==> src/rtl/alu_share_arb.sv <==
// Two-requester round-robin arbiter with optional lock, sharing one ALU,
// followed by a one-entry registered response buffer (valid/ready).

// Single-cycle integer ALU: R/I arithmetic, branches, JAL/JALR, LUI/AUIPC.
// rs2 doubles as the immediate for non-R-type operations.
module alu #(
  parameter int WIDTH = 32
) (
  input  logic [6:0]       opcode,
  input  logic [2:0]       func3,
  input  logic [6:0]       func7,
  input  logic [WIDTH-1:0] rs1,
  input  logic [WIDTH-1:0] rs2,
  input  logic [WIDTH-1:0] pc,
  output logic [WIDTH-1:0] alu_result,
  output logic [WIDTH-1:0] jump_target,
  output logic             zero,
  output logic             branch_taken
);
  localparam int SW = $clog2(WIDTH);

  logic [SW-1:0] shamt;
  logic          alt;

  assign shamt = rs2[SW-1:0];
  assign alt   = (func7 == 7'b0100000);

  // Result, target and flags are purely combinational from the operands.
  always_comb begin
    alu_result   = '0;
    jump_target  = pc + rs2;
    branch_taken = 1'b0;
    case (opcode)
      7'b0110011, 7'b0010011: begin
        case (func3)
          3'b000: alu_result = (opcode == 7'b0110011 && alt) ? rs1 - rs2 : rs1 + rs2;
          3'b001: alu_result = rs1 << shamt;
          3'b010: alu_result = {{(WIDTH-1){1'b0}}, ($signed(rs1) < $signed(rs2))};
          3'b011: alu_result = {{(WIDTH-1){1'b0}}, (rs1 < rs2)};
          3'b100: alu_result = rs1 ^ rs2;
          3'b101: begin
            if (alt) alu_result = $signed(rs1) >>> shamt;
            else     alu_result = rs1 >> shamt;
          end
          3'b110: alu_result = rs1 | rs2;
          default: alu_result = rs1 & rs2;
        endcase
      end
      7'b1100011: begin
        alu_result = rs1 - rs2;
        case (func3)
          3'b000: branch_taken = (rs1 == rs2);
          3'b001: branch_taken = (rs1 != rs2);
          3'b100: branch_taken = ($signed(rs1) < $signed(rs2));
          3'b101: branch_taken = ($signed(rs1) >= $signed(rs2));
          3'b110: branch_taken = (rs1 < rs2);
          3'b111: branch_taken = (rs1 >= rs2);
          default: branch_taken = 1'b0;
        endcase
      end
      7'b1101111: alu_result = pc + WIDTH'(4);
      7'b1100111: begin
        alu_result  = pc + WIDTH'(4);
        jump_target = (rs1 + rs2) & {{(WIDTH-1){1'b1}}, 1'b0};
      end
      7'b0110111: alu_result = rs2;
      7'b0010111: alu_result = pc + rs2;
      default:    alu_result = '0;
    endcase
    zero = (alu_result == '0);
  end
endmodule

module alu_share_arb #(
  parameter int WIDTH = 32
) (
  input  logic               clk,
  input  logic               rst,
  input  logic [1:0]         req_valid,
  output logic [1:0]         req_ready,
  input  logic [1:0]         req_lock,
  input  logic [13:0]        req_opcode,
  input  logic [5:0]         req_func3,
  input  logic [13:0]        req_func7,
  input  logic [2*WIDTH-1:0] req_rs1,
  input  logic [2*WIDTH-1:0] req_rs2,
  input  logic [2*WIDTH-1:0] req_pc,
  output logic               resp_valid,
  input  logic               resp_ready,
  output logic               resp_id,
  output logic [WIDTH-1:0]   resp_result,
  output logic [WIDTH-1:0]   resp_jump_target,
  output logic               resp_zero,
  output logic               resp_branch_taken,
  output logic               locked,
  output logic               lock_owner
);
  typedef enum logic {EMPTY = 1'b0, FULL = 1'b1} buf_state_t;

  buf_state_t state, state_next;
  logic       last_grant;
  logic [1:0] grant;
  logic       gid;
  logic       can_load;
  logic       accept;

  logic [6:0]       op_arr  [2];
  logic [2:0]       f3_arr  [2];
  logic [6:0]       f7_arr  [2];
  logic [WIDTH-1:0] rs1_arr [2];
  logic [WIDTH-1:0] rs2_arr [2];
  logic [WIDTH-1:0] pc_arr  [2];

  logic [WIDTH-1:0] alu_result, jump_target;
  logic             alu_zero, alu_branch_taken;

  // Unpack the per-requester operation fields.
  for (genvar gi = 0; gi < 2; gi++) begin : g_unpack
    assign op_arr[gi]  = req_opcode[7*gi +: 7];
    assign f3_arr[gi]  = req_func3[3*gi +: 3];
    assign f7_arr[gi]  = req_func7[7*gi +: 7];
    assign rs1_arr[gi] = req_rs1[WIDTH*gi +: WIDTH];
    assign rs2_arr[gi] = req_rs2[WIDTH*gi +: WIDTH];
    assign pc_arr[gi]  = req_pc[WIDTH*gi +: WIDTH];
  end

  // Grant: lock owner only while locked, otherwise round-robin on contest.
  always_comb begin
    grant = 2'b00;
    if (locked) begin
      if (lock_owner) grant = {req_valid[1], 1'b0};
      else            grant = {1'b0, req_valid[0]};
    end else if (req_valid == 2'b11) begin
      grant = last_grant ? 2'b01 : 2'b10;
    end else begin
      grant = req_valid;
    end
  end

  // With no grant gid is 0, so the mux defaults to requester 0.
  assign gid       = grant[1];
  assign can_load  = !resp_valid || resp_ready;
  assign req_ready = rst ? 2'b00 : (grant & {2{can_load}});
  assign accept    = |req_ready;

  alu #(.WIDTH(WIDTH)) u_alu (
    .opcode       (op_arr[gid]),
    .func3        (f3_arr[gid]),
    .func7        (f7_arr[gid]),
    .rs1          (rs1_arr[gid]),
    .rs2          (rs2_arr[gid]),
    .pc           (pc_arr[gid]),
    .alu_result   (alu_result),
    .jump_target  (jump_target),
    .zero         (alu_zero),
    .branch_taken (alu_branch_taken)
  );

  // Buffer state register.
  always_ff @(posedge clk or posedge rst) begin
    if (rst) state <= EMPTY;
    else     state <= state_next;
  end

  // Buffer next state: fill on accept, empty on drain without accept.
  always_comb begin
    state_next = state;
    if (accept)                       state_next = FULL;
    else if (state == FULL && resp_ready) state_next = EMPTY;
  end

  // Buffer outputs.
  always_comb begin
    resp_valid = (state == FULL);
  end

  // Response payload loads only on accept, so it holds under backpressure.
  always_ff @(posedge clk or posedge rst) begin
    if (rst) begin
      resp_id           <= 1'b0;
      resp_result       <= '0;
      resp_jump_target  <= '0;
      resp_zero         <= 1'b0;
      resp_branch_taken <= 1'b0;
    end else if (accept) begin
      resp_id           <= gid;
      resp_result       <= alu_result;
      resp_jump_target  <= jump_target;
      resp_zero         <= alu_zero;
      resp_branch_taken <= alu_branch_taken;
    end
  end

  // Round-robin history and lock ownership, updated per accept.
  always_ff @(posedge clk or posedge rst) begin
    if (rst) begin
      last_grant <= 1'b1;
      locked     <= 1'b0;
      lock_owner <= 1'b0;
    end else if (accept) begin
      last_grant <= gid;
      if (req_lock[gid]) begin
        locked     <= 1'b1;
        lock_owner <= gid;
      end else if (locked && lock_owner == gid) begin
        locked <= 1'b0;
      end
    end
  end
endmodule

==> config.mk <==
export PLATFORM = sky130hd
export DESIGN_NAME = alu_share_arb
export DESIGN_NICKNAME = d
export VERILOG_FILES = /design/src/rtl/alu_share_arb.sv
export SDC_FILE = /design/constraint.sdc
export NUM_CORES = 1
export LEC_CHECK = 0
export BUFFER_PORTS_ARGS = -buffer_cell sky130_fd_sc_hd__buf_4
export CORE_ASPECT_RATIO = 0.9
export CORE_UTILIZATION = 25
export DETAILED_ROUTE_END_ITERATION = 8
export GPL_TIMING_DRIVEN = 0
export PLACE_DENSITY = 0.52
export SYNTH_ARGS = -nofsm -noshare
export SYNTH_HDL_FRONTEND = slang
export SYNTH_SLANG_ARGS = --single-unit
export TNS_END_PERCENT = 50
==> constraint.sdc <==
create_clock -name clk -period 8.23 [get_ports clk]
set_input_delay 0.823 -clock clk [delete_from_list [all_inputs] [get_ports clk]]
set_output_delay 0.823 -clock clk [all_outputs]
set_load 0.05 [all_outputs]
; ---- Yosys cells after proc, flatten, opt, wreduce, memory -nomap -nowiden
; Cells that the tools add are included.
[classes]
addsub = 4
magnitude_cmp = 6
eq_ne = 19
n_shift = 3
n_mux = 36
n_bitwise = 5
n_reduce_logical = 14
[ops]
columns = op, count
row1 = $mux W32, 12
row2 = $pmux W32 S7, 1
row3 = $pmux W32 S5, 1
row4 = $add A32 B32 Y32, 2
row5 = $ge A32 B32 Y1, 2
row6 = $lt A32 B32 Y1, 2
row7 = $mux W7, 6
row8 = $add A32 B3 Y32 const B, 1
row9 = $and A32 B32 Y32, 1
row10 = $eq A32 B32 Y1, 1
row11 = $logic_not A32 Y1, 1
row12 = $ne A32 B32 Y1, 1
row13 = $or A32 B32 Y32, 1
row14 = $shl A32 B5 Y32, 1
row15 = $shr A32 B5 Y32, 1
row16 = $sshr A32 B5 Y32, 1
row17 = $sub A32 B32 Y32, 1
row18 = $xor A32 B32 Y32, 1
row19 = $eq A7 B6 Y1 const B, 3
row20 = $eq A7 B7 Y1 const B, 3
row21 = $eq A7 B5 Y1 const B, 2
row22 = $eq A3 B3 Y1 const B, 4
row23 = $mux W2, 5
row24 = $mux W3, 3
row25 = other kinds (17), 30
[totals]
regBits = 71
input_bits = 233
output_inout_bits = 72

; ---- Longest topological paths before layout
; Gate-level depths: netlist of the first run.
[depth]
depth_word = 13
mapped_depth = 29

; ---- Modules after synthesis
; Synthesis of the first run repeated with hierarchy kept, for this count alone.
[unflattened]
cells_unflattened = 2648
hier_area_um2 = 18570.3
[by_module_without_submodules]
columns = module, instances, cells_per_inst, area_per_inst_um2, seq_area_each_um2
row1 = alu, 1, 2112, 14426.3, 0.0
row2 = alu_share_arb, 1, 536, 4144.0, 1778.0

; ---- Worst setup path before layout of the first run
; OpenSTA, ideal clock, no wires.
[synth_path]
path_type = register to register
startpoint = register locked
endpoint = register resp_zero
setup_time_ps = 95
arrival_ps = 6158
required_time_ps = 8135
setup_slack_ps = 1977
path_stages_with_launch = 29
period_less_slack_ps = 6253
cell_sequence = dfrtp_1 buf_4 nand2b_1 buf_2 nand3_2 buf_6 buf_4 buf_4 buf_2 buf_2 buf_1 buf_1 clkbuf_1 nand2_1 nand2_1 ha_1 clkbuf_1 and2_1 a221oi_1 nor4bb_1 a211oi_2 a311oi_1 a211oi_1 o41a_1 a221o_1 a221oi_2 o2111a_1 nand4_1 o31ai_1
[synth_between]
elab_chain_cells = 11
word_cells_on_any_way = 58
[synth_rtl]
columns = item, line_no
row1 = from (decl), 95  ; output logic locked,
row2 = from (signal assigned), 198  ; locked <= 1'b0;
row3 = from (signal assigned), 203  ; locked <= 1'b1;
row4 = from (signal assigned), 206  ; locked <= 1'b0;
row5 = $mux W2 *, 130  ; if (locked) begin
row6 = branches (longest 10 deep; another with $add A32 B32 Y32), -
row7 = to (signal assigned), 189  ; resp_zero <= alu_zero;
row8 = to (decl), 93  ; output logic resp_zero,
; Every way passes the cells marked *. The select of a mux whose other input is x is not followed.
; A chain may end at the register's enable or synchronous reset.

; ---- Worst setup path after layout of the first run
[layout_path]
startpoint = input req_rs2[35]
endpoint = register resp_zero
[layout_between]
elab_chain_cells = 8
word_cells_on_any_way = 19
[layout_rtl]
columns = item, line_no
row1 = from (decl), 86  ; input logic [2*WIDTH-1:0] req_rs2,
row2 = $mux W32 (implied by the code) * (3 in a row), 151  ; .rs2 (rs2_arr[gid]),
row3 = "$add A32 B32 Y32, or another cell as far along", 36  ; 3'b000: alu_result = (opcode == 7'b0110011 && alt) ? rs1 - rs2 : rs1 + rs2;
row4 = $mux W32 (on tied branches), "36, 42"
row5 = $pmux W32 S7, 35  ; case (func3)
row6 = $pmux W32 S5 *, 33  ; case (opcode)
row7 = $logic_not A32 Y1 *, 70  ; zero = (alu_result == '0);
; Every way passes the cells marked *; elsewhere a longest branch is shown, timed or not. The select of a mux whose other input is x is not followed.

==> results of run 1 <==
[worst max-delay path, stage by stage]
cell and delay, ps:
clkbuf_1 680, inv_1 550, nor4_4 490, nor2_2 210, inv_1 320, buf_2 340, clkdlybuf4s15_1 850, ha_1 380
clkbuf_1 210, nand2_1 270, a31oi_1 70, a22oi_1 670, o21ai_1 510, a21oi_1 290, xor2_1 270, o221ai_1 170
a221oi_1 480, nand3_1 140, nor4_1 370, nand4_1 260, o31ai_1 280
[where the power goes]
part           switching, mW  internal [mW]  leakage, nW
clock                  0.171          0.246        0.147
sequential            0.0830          0.476        0.888
combinational           5.23           2.09         9.93
total                   5.48           2.81         11.0
[logic make-up (layout without fill, tap and decap cells)]
kind of cell / Yosys count / in the layout
AO/OA/AOI/OAI: 957 / 957
XOR/XNOR: 109 / 109
adder cells (fa/ha/maj): 147 / 147
buffers and inverters: 367 / 682
flip-flops: 71 / 71
multiplexers: 348 / 348
other: 0 / 4
AND/OR/NAND/NOR: 1061 / 1061
[state kept, by name, summed over array words and instances, names as in the netlist]
signal,count
resp_valid,1
resp_branch_taken,1
resp_id,1
lock_owner,1
locked,1
resp_jump_target,32
last_grant,1
resp_result,32
resp_zero,1
[per-stage QoR]
step	worst slack, ps	hold slack, ps	total power, mW
floorplan	1980	524	4.75
finish	-204	370	8.29
global placement	-3030	457	7.54
global route	75.0	361	8.54
detailed placement	-2930	462	7.50
CTS	44.0	364	7.95
[cell type report]
class,instances,area share [%]
Clock buffer,11,0.931
Multi-Input combinational cell,2622,71.6
Sequential cell,71,6.82
Inverter,137,1.99
Timing Repair Buffer,304,8.89
Buffer,225,4.04
Clock inverter,5,0.245
Tap cell,1144,5.49
Antenna cell,4,0.0384
[layer usage]
| layer | vias to the layer above | global-route usage (%) | share of wire [%] |
|---|---|---|---|
| met2 | 2372 | 52.2 | 40 |
| met3 | 451 | 14.8 | 14 |
| met1 | 14400 | 47.5 | 40 |
| li1 | 12100 | - | - |
| met4 | 14 | 15.9 | 5.3 |
| met5 | - | 1.08 | 0.13 |
[worst paths after layout]
kind                                        to  cells past startpoint
min reg2reg                resp_jump_target[0]                      2
max reg2reg                          resp_zero                     24
min in group clk           resp_jump_target[0]                      2
max in group asynchronous      resp_result[29]                      3
max                                  resp_zero                     21
min                                     locked                      2
[repair_timing]
| item | in CTS | in global routing |
|---|---|---|
| pin swaps | 0 | 1 |
| endpoints found under the hold margin | 0 | 0 |
| endpoints found under the setup margin | 55 | 3 |
| setup buffers | 0 | 2 |
| resized for setup | 32 | 18 |
[Yosys cell counts, types with 15 or more instances]
cell       instances  area share, %
a211oi_1          35            1.2
a21o_1            45            1.5
a21oi_1          216            4.9
a221oi_1          26            1.0
a22oi_1           32            1.1
a31oi_1           68            1.9
a32oi_1           15           0.60
and2_1            16           0.46
and3_1            20           0.57
buf_1             25           0.43
buf_2             60            1.4
clkbuf_1         126            2.2
dfrtp_1           70            8.0
ha_1             141            8.1
inv_1            128            2.2
mux2_2           123            6.3
mux2i_1          184            8.4
mux4_2            40            4.1
nand2_1          441            7.6
nand2b_1          22           0.63
nand3_1           80            1.8
nand4_1           57            1.6
nor2_1           217            3.7
nor3_1            68            1.6
nor4_1            29           0.83
o2111ai_1         17           0.68
o211ai_1          36            1.2
o21a_1            17           0.58
o21ai_0          157            3.6
o21bai_1          20           0.69
o221ai_1          26            1.0
o22ai_1           45            1.3
o31ai_1           22           0.76
xnor2_1           87            3.5
xor2_1            22           0.88
==> reports/results.tsv, run 1 <==
metric	value	unit
status	finished with violations	
violations	capacitance limit, slew limit, setup timing	
synth_ff_type	dfrtp_1	
synth-simple-area-share	23.0	%
path_max_fanout	11	
synth_xor_area_share	4.37	%
muxShareOfSynthArea	19.0	%
drc	0	
ant_nets	0	
timing.rr.start	locked	
cts-root-buf	clkbuf_16	
rsz0062_at_grt	false	
fin_crit_sh	102	%
die_w	314	um
p_leak	11.0	nW
layout.cells.non_filler	4523	
synth_edf_count	0	
dpl.cell_count	4505	
crit_path_end_kind	register	
fmax	0.119	GHz
dp_hpwl	139	mm
io_pins	305	
final_common_cell	nand2_1	
dr.pass1.iters	6	
syn2layout_area_growth	19.4	%
reg2reg_slack	10	ps
setup_viol	1	
placed_area	25600	um^2
vias	29300	
n_fill_cell	9711	
ys_async_sr_fraction	100	%
synthesis.area	21800	um^2
synth-seq-area-share	8.14	%
start_util	25.3	%
clkTransAtPathRegs	70	ps
vias_per_cell	6.49	
drive_above_1_share	19.2	%
synth_fa_ha_area_share	8.49	%
p_per_area	318	nW/um^2
clock_skew	12.0	ps
grt_pass1_wl	227	mm
core-area	86300	um^2
startpoint	req_rs2[35]	
ir_drop	0.121	mV
postCtsHoldBufs	0	
cp.required	8480	ps
synth_top_family_by_area	compound AO/OA/AOI/OAI gates	
wl_per_cell	37.0	um
synth_nets	3437	
hold_violations	0	
worstPathArrival	8680	ps
final_cell_area	26100	um^2
multi_input_area	18700	um^2
synthCells	3060	
nets	3747	
seq_area	1780	um^2
period_minus_slack	8430	ps
synth_compound_area_share	30.0	%
cts_tree	built	
drt_iter0_drc	4891	
routed_wl	168	mm
gp_congestion	1.11	
ys_ff_latch	71	
die_y	282	um
clock_path_buffers	2	
cp-start-kind	primary input	
syn_area_per_cell	7.14	um^2
tightestPinTransition	1670	ps
cap_violations	5	
cts_sinks	71	
gr-usage-all-layers	36.5	%
cts_made_buffers	9	
num_rows	102	
first_global_vias	27700	
tns	-204	ps
final_util	30.2	%
final_max_slew_viol_count	23	
ys_warn_count	0	
port_buffers	292	
path_class	in2reg	
die-area	88600	um^2
slew_headroom	-14.2	%
antenna_found_initial	12	
synth_cell_types	112	
overflow	0	
grt_max_degree	67	
insertion_delay	340	ps
final.setup.worst_slack	-204	ps
h-tree-depth	3	
final_cell_mix	441 x nand2_1, 310 x buf_4, 217 x nor2_1	
hp-class	in2async	
Note: power is estimated with default switching activity, not from simulation.
==> run 2, diff against run 1 <==
PLACE_DENSITY = 0.43   (was 0.52)
REMOVE_ABC_BUFFERS = 1   (was not set)
==> reports/results.tsv, run 2 (same netlist as run 1, synthesis figures left out) <==
metric	value	unit
first_global_vias	24900	
cp_slowest_cell	o31ai_2	
start_util	25.3	%
nets	3559	
final_cell_mix	441 x nand2_1, 308 x buf_4, 217 x nor2_1	
cts-root-buf	clkbuf_16	
die-area	88600	um^2
overflow	0	
clkTransAtPathRegs	80	ps
worstPathArrival	8510	ps
hold_violations	0	
final_max_slew_viol_count	12	
seq_area	1780	um^2
cts_sinks	71	
critPathMaxStageDelay	920	ps
vias	26300	
ant_nets	0	
tightestPinTransition	1520	ps
startpoint	req_valid[1]	
period_minus_slack	8230	ps
total_power	7.68	mW
drt_iter0_drc	2880	
grt_pass1_wl	186	mm
reg2reg_slack	100	ps
routed_wl	133	mm
rsz0062_at_grt	false	
path_max_fanout	40	
timing.rr.start	locked	
insertion_delay	400	ps
path_class	in2reg	
slew_headroom	-1.12	%
hp-class	in2async	
clock_skew	10.7	ps
io_pins	305	
multi_input_area	18700	um^2
p_per_area	298	nW/um^2
violations	capacitance limit, slew limit, setup timing	
preCtsSetupSlack	-1990	ps
final_common_cell	nand2_1	
setup_viol	1	
reg_top3	resp_jump_target: 32 flops, resp_result: 32 flops	
clock_path_buffers	2	
n_fill_cell	9643	
core-area	86300	um^2
gr-usage-all-layers	28.9	%
cp.depth	19	
drc	0	
cts_made_buffers	9	
h-tree-depth	3	
crit_chain	buf_6, inv_2, buf_12, o31ai_2, nand2_4, inv_4, ha_1, inv_1, a21oi_1, a31oi_2, a31oi_1, xnor2_1, o21ai_0, a2111o_1, nor4_2, nand4_1, nor4_2, nand4_1, o31ai_1	
vias_per_cell	6.08	
die_y	282	um
cp-start-kind	primary input	
num_rows	102	
crit_buf_inv	5	
p_leak	10.8	nW
die_w	314	um
port_buffers	304	
ir_drop	0.207	mV
grt_max_degree	92	
final.setup.worst_slack	-1.47	ps
cp.required	8510	ps
fin_crit_sh	100	%
ff2ff_path_depth	19	
dr.pass1.iters	6	
crit_family	compound AO/OA/AOI/OAI gates	
fmax	0.121	GHz
dp_hpwl	106	mm
status	finished with violations	
syn2layout_area_growth	18.1	%
gp_congestion	1.02	
cts_tree	built	
drive_above_1_share	19.0	%
cap_violations	1	
crit_path_end_kind	register	
wl_per_cell	30.7	um
antenna_found_initial	8	
==> run 2: final cells by class <==
| type | count | share of cell area, % |
|---|---|---|
| multi-input combinational | 2623 | 72.6 |
| timing repair buffer | 340 | 11.7 |
| sequential | 71 | 6.89 |
| tap | 1144 | 5.55 |
| inverter | 137 | 2.01 |
| clock buffer | 10 | 0.926 |
| clock inverter | 6 | 0.325 |
| antenna | 1 | 0.00970 |
==> run 2: final timing paths <==
path / end
max: resp_zero
min: resp_jump_target[6]
max reg2reg: resp_zero
min reg2reg: resp_jump_target[0]
max in group asynchronous: resp_jump_target[31]
min in group clk: resp_jump_target[0]
==> run 2: through the flow <==
step | setup TNS [ps] | area [um^2] | util [%] | std cells | hold WS [ps]
6_report | -1.47 | 25800 | 29.9 | 4332 | 373
5_1_grt | 0 | 25800 | 29.9 | 4332 | 384
4_1_cts | 0 | 25800 | 29.9 | 4328 | 369
3_5_place_dp | -11640 | 25400 | 29.4 | 4310 | 463
3_3_place_gp | -452350 | 24500 | 28.4 | 4278 | 462
2_1_floorplan | -9520 | 20800 | - | 2830 | 524
==> run 2: timing repair <==
| action | 4_1_cts | 5_1_grt |
|---|---|---|
| setup endpoints to repair | 11 | 2 |
| cloned | 0 | 1 |
| hold buffers | 0 | 0 |
| buffers inserted | 2 | 2 |
| pin swaps | 1 | 1 |
| gates resized for setup | 8 | 5 |
==> run 2: power breakdown <==
| part | internal, mW | total, mW | switching [mW] |
|---|---|---|---|
| clock | 0.273 | 0.469 | 0.196 |
| combinational | 2.14 | 6.65 | 4.51 |
| sequential | 0.476 | 0.566 | 0.0899 |
| total | 2.89 | 7.68 | 4.80 |
==> run 2: layer usage <==
metal	wire length, um	vias to the layer above	GRT usage [%]
li1	-	11800	-
met1	58400	13000	39.0
met2	58700	1289	45.3
met3	10200	241	5.54
met4	5590	4	10.8
met5	29	-	0
